--- src/rtl/rv32i_pkg.sv ---
// rtl/rv32i_pkg.sv - shared constants and types for the fetch stage
package rv32i_pkg;

  localparam logic [31:0] NOP_INSTR = 32'h0000_0013;
  localparam int          PC_STEP   = 4;

  typedef enum logic [1:0] {
    BOOT,
    RUN,
    DRAIN
  } fetch_state_t;

endpackage

--- src/rtl/fetch_fifo.sv ---
// rtl/fetch_fifo.sv - instruction buffer holding {instruction, pc} entries
import rv32i_pkg::*;

module fetch_fifo #(
  parameter int DEPTH = 2,
  parameter int WIDTH = 64,
  parameter int CW    = $clog2(DEPTH) + 1
) (
  input  logic             clk,
  input  logic             rst,
  input  logic             push,
  input  logic             pop,
  input  logic             flush,
  input  logic [WIDTH-1:0] din,
  output logic [WIDTH-1:0] dout,
  output logic             empty,
  output logic             full,
  output logic [CW-1:0]    count
);

  localparam int AW = $clog2(DEPTH);

  logic [WIDTH-1:0] mem [DEPTH];
  logic [AW-1:0]    rd_ptr;
  logic [AW-1:0]    wr_ptr;
  logic             do_push;
  logic             do_pop;

  assign empty   = (count == '0);
  assign full    = (count == CW'(DEPTH));
  assign do_pop  = pop && !empty;
  // A pop in the same cycle frees the slot, so push into a full buffer is fine then.
  assign do_push = push && (!full || do_pop);
  assign dout    = mem[rd_ptr];

  always_ff @(posedge clk or posedge rst) begin
    if (rst) begin
      rd_ptr <= '0;
      wr_ptr <= '0;
      count  <= '0;
    end else if (flush) begin
      rd_ptr <= '0;
      wr_ptr <= '0;
      count  <= '0;
    end else begin
      if (do_push) wr_ptr <= wr_ptr + 1'b1;
      if (do_pop)  rd_ptr <= rd_ptr + 1'b1;
      count <= count + CW'(do_push) - CW'(do_pop);
    end
  end

  always_ff @(posedge clk) begin
    if (do_push && !flush) mem[wr_ptr] <= din;
  end

endmodule

--- src/rtl/fetch_stage.sv ---
// rtl/fetch_stage.sv - PC owner, imem request issue, response buffering and redirect drain
import rv32i_pkg::*;

module fetch_stage #(
  parameter int                    DATA_WIDTH  = 32,
  parameter int                    INSTRUCTION = 32,
  parameter logic [DATA_WIDTH-1:0] RESET_PC    = '0,
  parameter int                    FIFO_DEPTH  = 2
) (
  input  logic                   clk,
  input  logic                   rst,
  output logic                   imem_req,
  output logic [DATA_WIDTH-1:0]  imem_addr,
  input  logic                   imem_gnt,
  input  logic                   imem_rvalid,
  input  logic [INSTRUCTION-1:0] imem_rdata,
  input  logic                   redirect_valid,
  input  logic [DATA_WIDTH-1:0]  redirect_pc,
  input  logic                   stall,
  output logic                   instr_valid,
  output logic [INSTRUCTION-1:0] instruction,
  output logic [DATA_WIDTH-1:0]  pc_out
);

  localparam int AW = $clog2(FIFO_DEPTH);
  localparam int CW = AW + 1;
  localparam int EW = INSTRUCTION + DATA_WIDTH;

  fetch_state_t          state_q, state_d;
  logic [DATA_WIDTH-1:0] pc_q;
  logic [CW-1:0]         outstanding_q, outstanding_d;
  logic [CW-1:0]         drop_q, drop_d;

  logic [DATA_WIDTH-1:0] pc_queue [FIFO_DEPTH];
  logic [AW-1:0]         pq_wr, pq_rd;

  logic                  fifo_push, fifo_pop, fifo_flush;
  logic                  fifo_empty, fifo_full;
  logic [CW-1:0]         fifo_count;
  logic [EW-1:0]         fifo_din, fifo_dout;

  logic                  redirect_take, credit_ok, req_fire, rsp_accept;

  assign redirect_take = redirect_valid && (state_q != BOOT);
  // Buffered plus in-flight never exceeds the buffer, so every response has a slot.
  assign credit_ok     = ({1'b0, fifo_count} + {1'b0, outstanding_q}) < (CW+1)'(FIFO_DEPTH);
  assign req_fire      = imem_req && imem_gnt;
  assign rsp_accept    = imem_rvalid && (outstanding_q != '0);
  assign outstanding_d = outstanding_q + CW'(req_fire) - CW'(rsp_accept);

  assign fifo_push  = (state_q == RUN) && !redirect_take && rsp_accept;
  assign fifo_pop   = instr_valid && !stall;
  assign fifo_flush = redirect_take;
  assign fifo_din   = {imem_rdata, pc_queue[pq_rd]};
  assign imem_addr  = pc_q;

  fetch_fifo #(
    .DEPTH (FIFO_DEPTH),
    .WIDTH (EW),
    .CW    (CW)
  ) u_fifo (
    .clk   (clk),
    .rst   (rst),
    .push  (fifo_push),
    .pop   (fifo_pop),
    .flush (fifo_flush),
    .din   (fifo_din),
    .dout  (fifo_dout),
    .empty (fifo_empty),
    .full  (fifo_full),
    .count (fifo_count)
  );

  always_ff @(posedge clk or posedge rst) begin
    if (rst) state_q <= BOOT;
    else     state_q <= state_d;
  end

  always_comb begin
    state_d = state_q;
    drop_d  = drop_q;
    case (state_q)
      BOOT: state_d = RUN;
      RUN: begin
        if (redirect_take) begin
          // Responses still owed by memory belong to the abandoned path.
          drop_d  = outstanding_d;
          state_d = (outstanding_d != '0) ? DRAIN : RUN;
        end
      end
      DRAIN: begin
        if (rsp_accept && (drop_q != '0)) drop_d = drop_q - 1'b1;
        state_d = (drop_d == '0) ? RUN : DRAIN;
      end
      default: state_d = BOOT;
    endcase
  end

  always_comb begin
    imem_req    = (state_q == RUN) && credit_ok && !redirect_valid;
    instr_valid = !fifo_empty;
    instruction = instr_valid ? fifo_dout[EW-1:DATA_WIDTH] : INSTRUCTION'(NOP_INSTR);
    pc_out      = instr_valid ? fifo_dout[DATA_WIDTH-1:0] : '0;
  end

  always_ff @(posedge clk or posedge rst) begin
    if (rst) begin
      pc_q          <= RESET_PC;
      outstanding_q <= '0;
      drop_q        <= '0;
      pq_wr         <= '0;
      pq_rd         <= '0;
    end else begin
      if (redirect_take)  pc_q <= redirect_pc & ~DATA_WIDTH'(3);
      else if (req_fire)  pc_q <= pc_q + DATA_WIDTH'(PC_STEP);
      outstanding_q <= outstanding_d;
      drop_q        <= drop_d;
      // The PC queue keeps advancing across redirects so discards stay aligned.
      if (req_fire)   pq_wr <= pq_wr + 1'b1;
      if (rsp_accept) pq_rd <= pq_rd + 1'b1;
    end
  end

  always_ff @(posedge clk) begin
    if (req_fire) pc_queue[pq_wr] <= pc_q;
  end

  assert property (@(posedge clk) disable iff (rst) !(fifo_push && fifo_full && !fifo_pop));
  assert property (@(posedge clk) disable iff (rst) imem_rvalid |-> (outstanding_q != '0));

endmodule

--- config.mk ---
export PLATFORM = sky130hd
export DESIGN_NAME = fetch_stage
export DESIGN_NICKNAME = d
export VERILOG_FILES = /design/src/rtl/rv32i_pkg.sv /design/src/rtl/fetch_fifo.sv /design/src/rtl/fetch_stage.sv
export SDC_FILE = /design/constraint.sdc
export NUM_CORES = 1
export LEC_CHECK = 0
export CORE_ASPECT_RATIO = 0.6
export CORE_UTILIZATION = 40
export DETAILED_ROUTE_END_ITERATION = 12
export SLEW_MARGIN = 20
export SYNTH_ARGS = -nofsm -noshare
export SYNTH_HDL_FRONTEND = slang
export SYNTH_SLANG_ARGS = --single-unit
--- constraint.sdc ---
create_clock -name clk -period 12 [get_ports clk]
set_input_delay 1.8 -clock clk [delete_from_list [all_inputs] [get_ports clk]]
set_output_delay 1.8 -clock clk [all_outputs]
set_load 0.1 [all_outputs]
==> flow_metrics.tcl, run 1 <==
set metrics [dict create \
    status "finished clean" \
    ios 168 \
    crit_required_ns 10.20 \
    cp.arrival_ns 4.48 \
    ys_types 55 \
    async_flop_share_pct 18.58 \
    avgRoutedWirePerCell_um 18.77 \
    clkTransAtPathRegs_ns 0.06 \
    die-area_mm2 0.02443 \
    gr-total-overflow 0 \
    relSlewSlack_pct 30.44 \
    drcViolationCount 0 \
    drtPass1Iterations 5 \
    critPathLaunchType "primary input" \
    hpwl_mm 14.01 \
    clock_sinks 226 \
    worstSetupEndpointType "primary output" \
    ant_nets 0 \
    fin_nets 902 \
    clock_path_buffers 3 \
    yosysWarnings 0 \
    crit_start "redirect_valid" \
    final_util_pct 52.44 \
    worstMarginPinSlew_ns 1.043 \
    min_from "pq_rd$_DFFE_PP0P_" \
    mostFrequentLayoutCell "edfxtp_1" \
    path_cells "clkdlybuf4s50_1 -> or3b_1 -> nor3_1 -> clkdlybuf4s50_1" \
    synth_seq_cells 226 \
    use_met3_pct 3.115 \
    drv_cap 0 \
    route.vias.total 6037 \
    post-cts-setup-buffers 0 \
    antenna_found_initial 0 \
    cp_common_cell "clkdlybuf4s50_1" \
    grt_usage_pct 17.87 \
    use_met2_pct 27.16 \
    setup-violations-final 0 \
    yosysSeqAreaShare_pct 69.12 \
    met1_usage_pct 26.80 \
    fmax_mhz 159.1 \
    path_class "primary input to primary output" \
    grt_pass1_vias 6152 \
    synth_top_area_share_pct 58.07 \
    slowest_delay_ns 1.20 \
    path_delay_family "buffers and inverters" \
    die_y_um 121.5 \
    place_congestion 0.8455 \
    coreArea_mm2 0.02324 \
    synth_area_leaders "edfxtp_1 (58%), dfrtp_1 (11%), mux2i_1 (6.7%)" \
    first_iter_violations 576 \
    port_buffers 161 \
    drive_gt1_share_pct 10.94 \
    syn_avg_cell_area_um2 14.35 \
    netlist_instances 663 \
    fin_area_mm2 0.01219 \
    syn_area_mm2 0.009514 \
    timing.final.crit_share_pct 52.37 \
    timing.setup.tns_ns 0 \
    cts_resized 0 \
    maxSlewViolCount 0 \
    critical_path.slowest_cell "clkdlybuf4s50_1" \
    rsz0062_at_grt "no" \
    diodes 0 \
    ctsHoldBuffers 0 \
    synth_edf_count 184 \
    grt_busiest_layer "met2" \
    initial_core_util_pct 40.93 \
    numCtsBuffers 24 \
    insertion_delay_ns 0.51 \
    final_cell_mix "edfxtp_1 (184), clkdlybuf4s50_1 (161), nor2_1 (84)" \
    rows 43 \
    die-width_um 201.1 \
    hold_violations 0 \
    synth.largest_area_cell "edfxtp_1" \
    grt_start_max_net_pins 63 \
    r2r-start "u_fifo.count[0]$_DFF_PP0_" \
    dpl-instance-area_mm2 0.01145 \
    cts-root-buf "clkbuf_16" \
    synth_top_flop_cell "edfxtp_1" \
    syn2layout_area_growth_pct 28.10 \
    grt_pass1_wl_mm 33.91 \
    avgViaCountPerCell 5.222 \
    skew_ns 0.01400 \
    h-tree-depth 1 \
    worstPathMaxFanout 8 \
    path_buf_inv 2 \
    cts_tree "yes" \
    postRouteWirelength_mm 21.70 \
    hold_path.class "register to register" \
    fin_crit_ns 6.284 \
]
==> Yosys cell counts (all sizes together) (7+ instances only) <==
cell type  number
o21ai          15
nor4           11
mux2i          64
nand4          17
edfxtp        184
mux2           31
dfrtp          42
and3            9
a21oi           8
a31oi          15
clkbuf         17
nand3          16
nor2           87
xnor2           9
or3             7
nand2          25
buf            21
inv            16
o311ai          8
==> path summary, 6_finish.rpt <==
path,slack [ns],to,depth (start not counted)
min reg2reg,0.48,pq_rd$_DFFE_PP0P_,1
min in group asynchronous,1.73,state_q[0]$_DFFE_PP0P_,3
max in group asynchronous,9.82,u_fifo.rd_ptr$_DFFE_PP0P_,3
max,5.72,imem_req,4
min,0.48,pq_rd$_DFFE_PP0P_,1
max reg2reg,8.30,state_q[0]$_DFFE_PP0P_,12
==> cell families after synthesis <==
kind of cell | Yosys count | synth area share, %
multiplexers | 95 | 10.40
AND/OR/NAND/NOR | 199 | 10.89
other | 1 | 0.03942
buffers and inverters | 54 | 2.512
adder cells (fa/ha/maj) | 7 | 0.9995
AO/OA/AOI/OAI | 70 | 5.024
XOR/XNOR | 11 | 1.013
flip-flops | 226 | 69.12
==> stage by stage <==
stage | setup slack, ns | hold slack (ns) | instances
2_1_floorplan | 5.864 | 0.4604 | 666
6_report | 5.716 | 0.4759 | 1156
4_1_cts | 5.726 | 0.4842 | 1156
5_1_grt | 5.644 | 0.4895 | 1156
3_3_place_gp | 5.767 | 0.4684 | 1114
3_5_place_dp | 5.750 | 0.4759 | 1114
==> flip-flops by register name (all words and copies together), names as in the netlist <==
name and count:
outstanding_q 2, pc_queue 60, state_q 2, pq_rd 1
imem_addr 30, drop_q 2, u_fifo.count 2, u_fifo.wr_ptr 1
u_fifo.mem 124, pq_wr 1, u_fifo.rd_ptr 1
==> per-layer routing <==
metal | wire length, um | vias up | part of all wire [%]
met5 | 0 | - | 0
met4 | 413 | 0 | 1.9
met3 | 1713 | 38 | 7.9
met2 | 9627 | 231 | 44
met1 | 9944 | 2938 | 46
li1 | - | 2830 | -
==> worst register-to-register path, stage by stage (launching register included) <==
cell and delay (ns):
dfrtp_1 0.44, and2_1 0.18, fa_1 0.49, or3b_2 0.61, nor2_1 0.31, inv_1 0.23
ha_1 0.33, inv_1 0.04, ha_1 0.18, xnor2_1 0.14, xnor2_1 0.32, nor2_1 0.11
o211a_1 0.23
==> cell type report <==
| type | instances | area, um2 |
|---|---|---|
| clock buffers | 30 | 644.4 |
| clock inverters | 12 | 90.09 |
| fillers | 1974 | 11050 |
| inverters | 16 | 60.06 |
| multi-input cells | 386 | 2733 |
| flip-flops and latches | 226 | 6580 |
| well taps | 315 | 394.1 |
| repair buffers | 171 | 1687 |
Power of run 1 is not shown: default switching activity piles up to over one toggle a cycle in this logic, so the estimate is an artifact.
==> run 2, diff against run 1 <==
==> constraint.sdc (replaced) <==
create_clock -name clk -period 5.9 [get_ports clk]
set_input_delay 0.885 -clock clk [delete_from_list [all_inputs] [get_ports clk]]
set_output_delay 0.885 -clock clk [all_outputs]
set_load 0.1 [all_outputs]
==> run 2 against run 1 <==
Sequential cell count unchanged. Routed wire length decreased by 0.65%. Non-clock buffer count increased by 1. Sequential share of layout area increased by 0.083 points. Critical path type unchanged. Highest routed layer unchanged.
==> flow_metrics.tcl, run 2 (same netlist as run 1, synthesis figures left out) <==
set metrics [dict create \
    status "finished clean" \
    maxSlewViolCount 0 \
    ant_nets 0 \
    avgRoutedWirePerCell_um 18.63 \
    clock_path_buffers 3 \
    die-width_um 201.1 \
    avgViaCountPerCell 5.208 \
    ctsHoldBuffers 0 \
    r2r_slack_ns 2.27 \
    timing.setup.tns_ns 0 \
    largest_reg_flops 124 \
    insertion_delay_ns 0.51 \
    cts-root-buf "clkbuf_16" \
    first_iter_violations 465 \
    worstSetupEndpointType "primary output" \
    die-area_mm2 0.02443 \
    reg2reg_to "state_q[0]$_DFFE_PP0P_" \
    fill_cells 1972 \
    cts_tree "yes" \
    grt_pass1_vias 6067 \
    h-tree-depth 1 \
    drtPass1Iterations 5 \
    dpl-instance-area_mm2 0.01145 \
    timing.final.crit_share_pct 75.18 \
    gr-total-overflow 0 \
    min_from "pq_rd$_DFFE_PP0P_" \
    cp.arrival_ns 3.55 \
    reg2regPathDepth 12 \
    final_util_pct 52.36 \
    area.sequential_mm2 0.006580 \
    drive_gt1_share_pct 10.23 \
    numCtsBuffers 23 \
    place_congestion 0.8261 \
    min_to "pq_rd$_DFFE_PP0P_" \
    mostFrequentLayoutCell "edfxtp_1" \
    fmax_mhz 225.4 \
    worstPathMaxFanout 8 \
    fin_crit_ns 4.436 \
    setup-violations-final 0 \
    die_y_um 121.5 \
    fin_area_mm2 0.01217 \
    skew_ns 0.02388 \
    drv_cap 0 \
    grt_start_max_net_pins 64 \
    regMostFlops "u_fifo.mem" \
    postRouteWirelength_mm 21.56 \
    crit_required_ns 5.02 \
    port_buffers 161 \
    clkTransAtPathRegs_ns 0.06 \
    grt_usage_pct 17.54 \
    hold_violations 0 \
    rsz0062_at_grt "no" \
    critPathLaunchType "primary input" \
    initial_core_util_pct 40.93 \
    antenna_found_initial 0 \
    path_class "primary input to primary output" \
    coreArea_mm2 0.02324 \
    rows 43 \
    worstMarginPinSlew_ns 1.032 \
    r2r-start "u_fifo.count[0]$_DFF_PP0_" \
    post-cts-setup-buffers 0 \
    ios 168 \
    drcViolationCount 0 \
    multiInputGateArea_mm2 0.002733 \
    relSlewSlack_pct 30.99 \
    hpwl_mm 14.41 \
    hold_path.class "register to register" \
    cts_resized 0 \
    route.vias.total 6026 \
    fin_nets 902 \
    syn2layout_area_growth_pct 27.91 \
    clock_sinks 226 \
    holdPathStages 1 \
    final_cell_mix "edfxtp_1 (184), clkdlybuf4s50_1 (161), nor2_1 (84)" \
    grt_pass1_wl_mm 33.38 \
]
==> run 2: changes by cell type in the layout (fill, tap and decap cells not counted), sizes merged <==
cell,change
clkinv,-1
clkbuf,+2
diode,+1
clkinvlp,-2
buf,+1
==> run 2: layout make-up <==
class,count,share of cell area [%]
timing repair buffer,172,14.09
clock inverter,9,0.5449
clock buffer,32,5.089
multi-input combinational,386,22.46
sequential,226,54.07
antenna,1,0.02056
tap,315,3.239
inverter,16,0.4935
==> run 2: worst max path at each step <==
| stage | start | endpoint | slack (ns) | cells after the start |
|---|---|---|---|---|
| finish | redirect_valid | imem_req | 1.46 | 4 |
| global route | redirect_valid | imem_req | 1.32 | 4 |
| CTS | redirect_valid | imem_req | 1.46 | 4 |
| detailed placement | redirect_valid | imem_req | 1.47 | 4 |
| global placement | redirect_valid | imem_req | 1.51 | 4 |
| floorplan | redirect_valid | u_fifo.mem[0][10]$_DFFE_PP_ | 1.45 | 3 |
==> run 2: critical path, stage by stage <==
cell and delay, ns:
clkdlybuf4s50_1 0.58, or3b_1 0.61, nor3_1 0.28, clkdlybuf4s50_1 1.19
==> run 2: per-layer routing <==
layer	vias to the layer above	GRT usage (%)	wire, um
met5	-	0	0
met4	0	4.103	282
met3	29	3.652	1691
met2	229	26.84	9712
met1	2936	25.56	9869
li1	2832	-	-
==> run 2: stage by stage <==
step | instances | hold slack, ns | setup slack [ns]
after floorplan | 666 | 0.4604 | 1.451
after global placement | 1114 | 0.4727 | 1.514
after detailed placement | 1114 | 0.4784 | 1.474
after CTS | 1155 | 0.4865 | 1.459
after global routing | 1156 | 0.5094 | 1.318
final | 1157 | 0.4835 | 1.464
Power of run 2 is left out for the same reason.
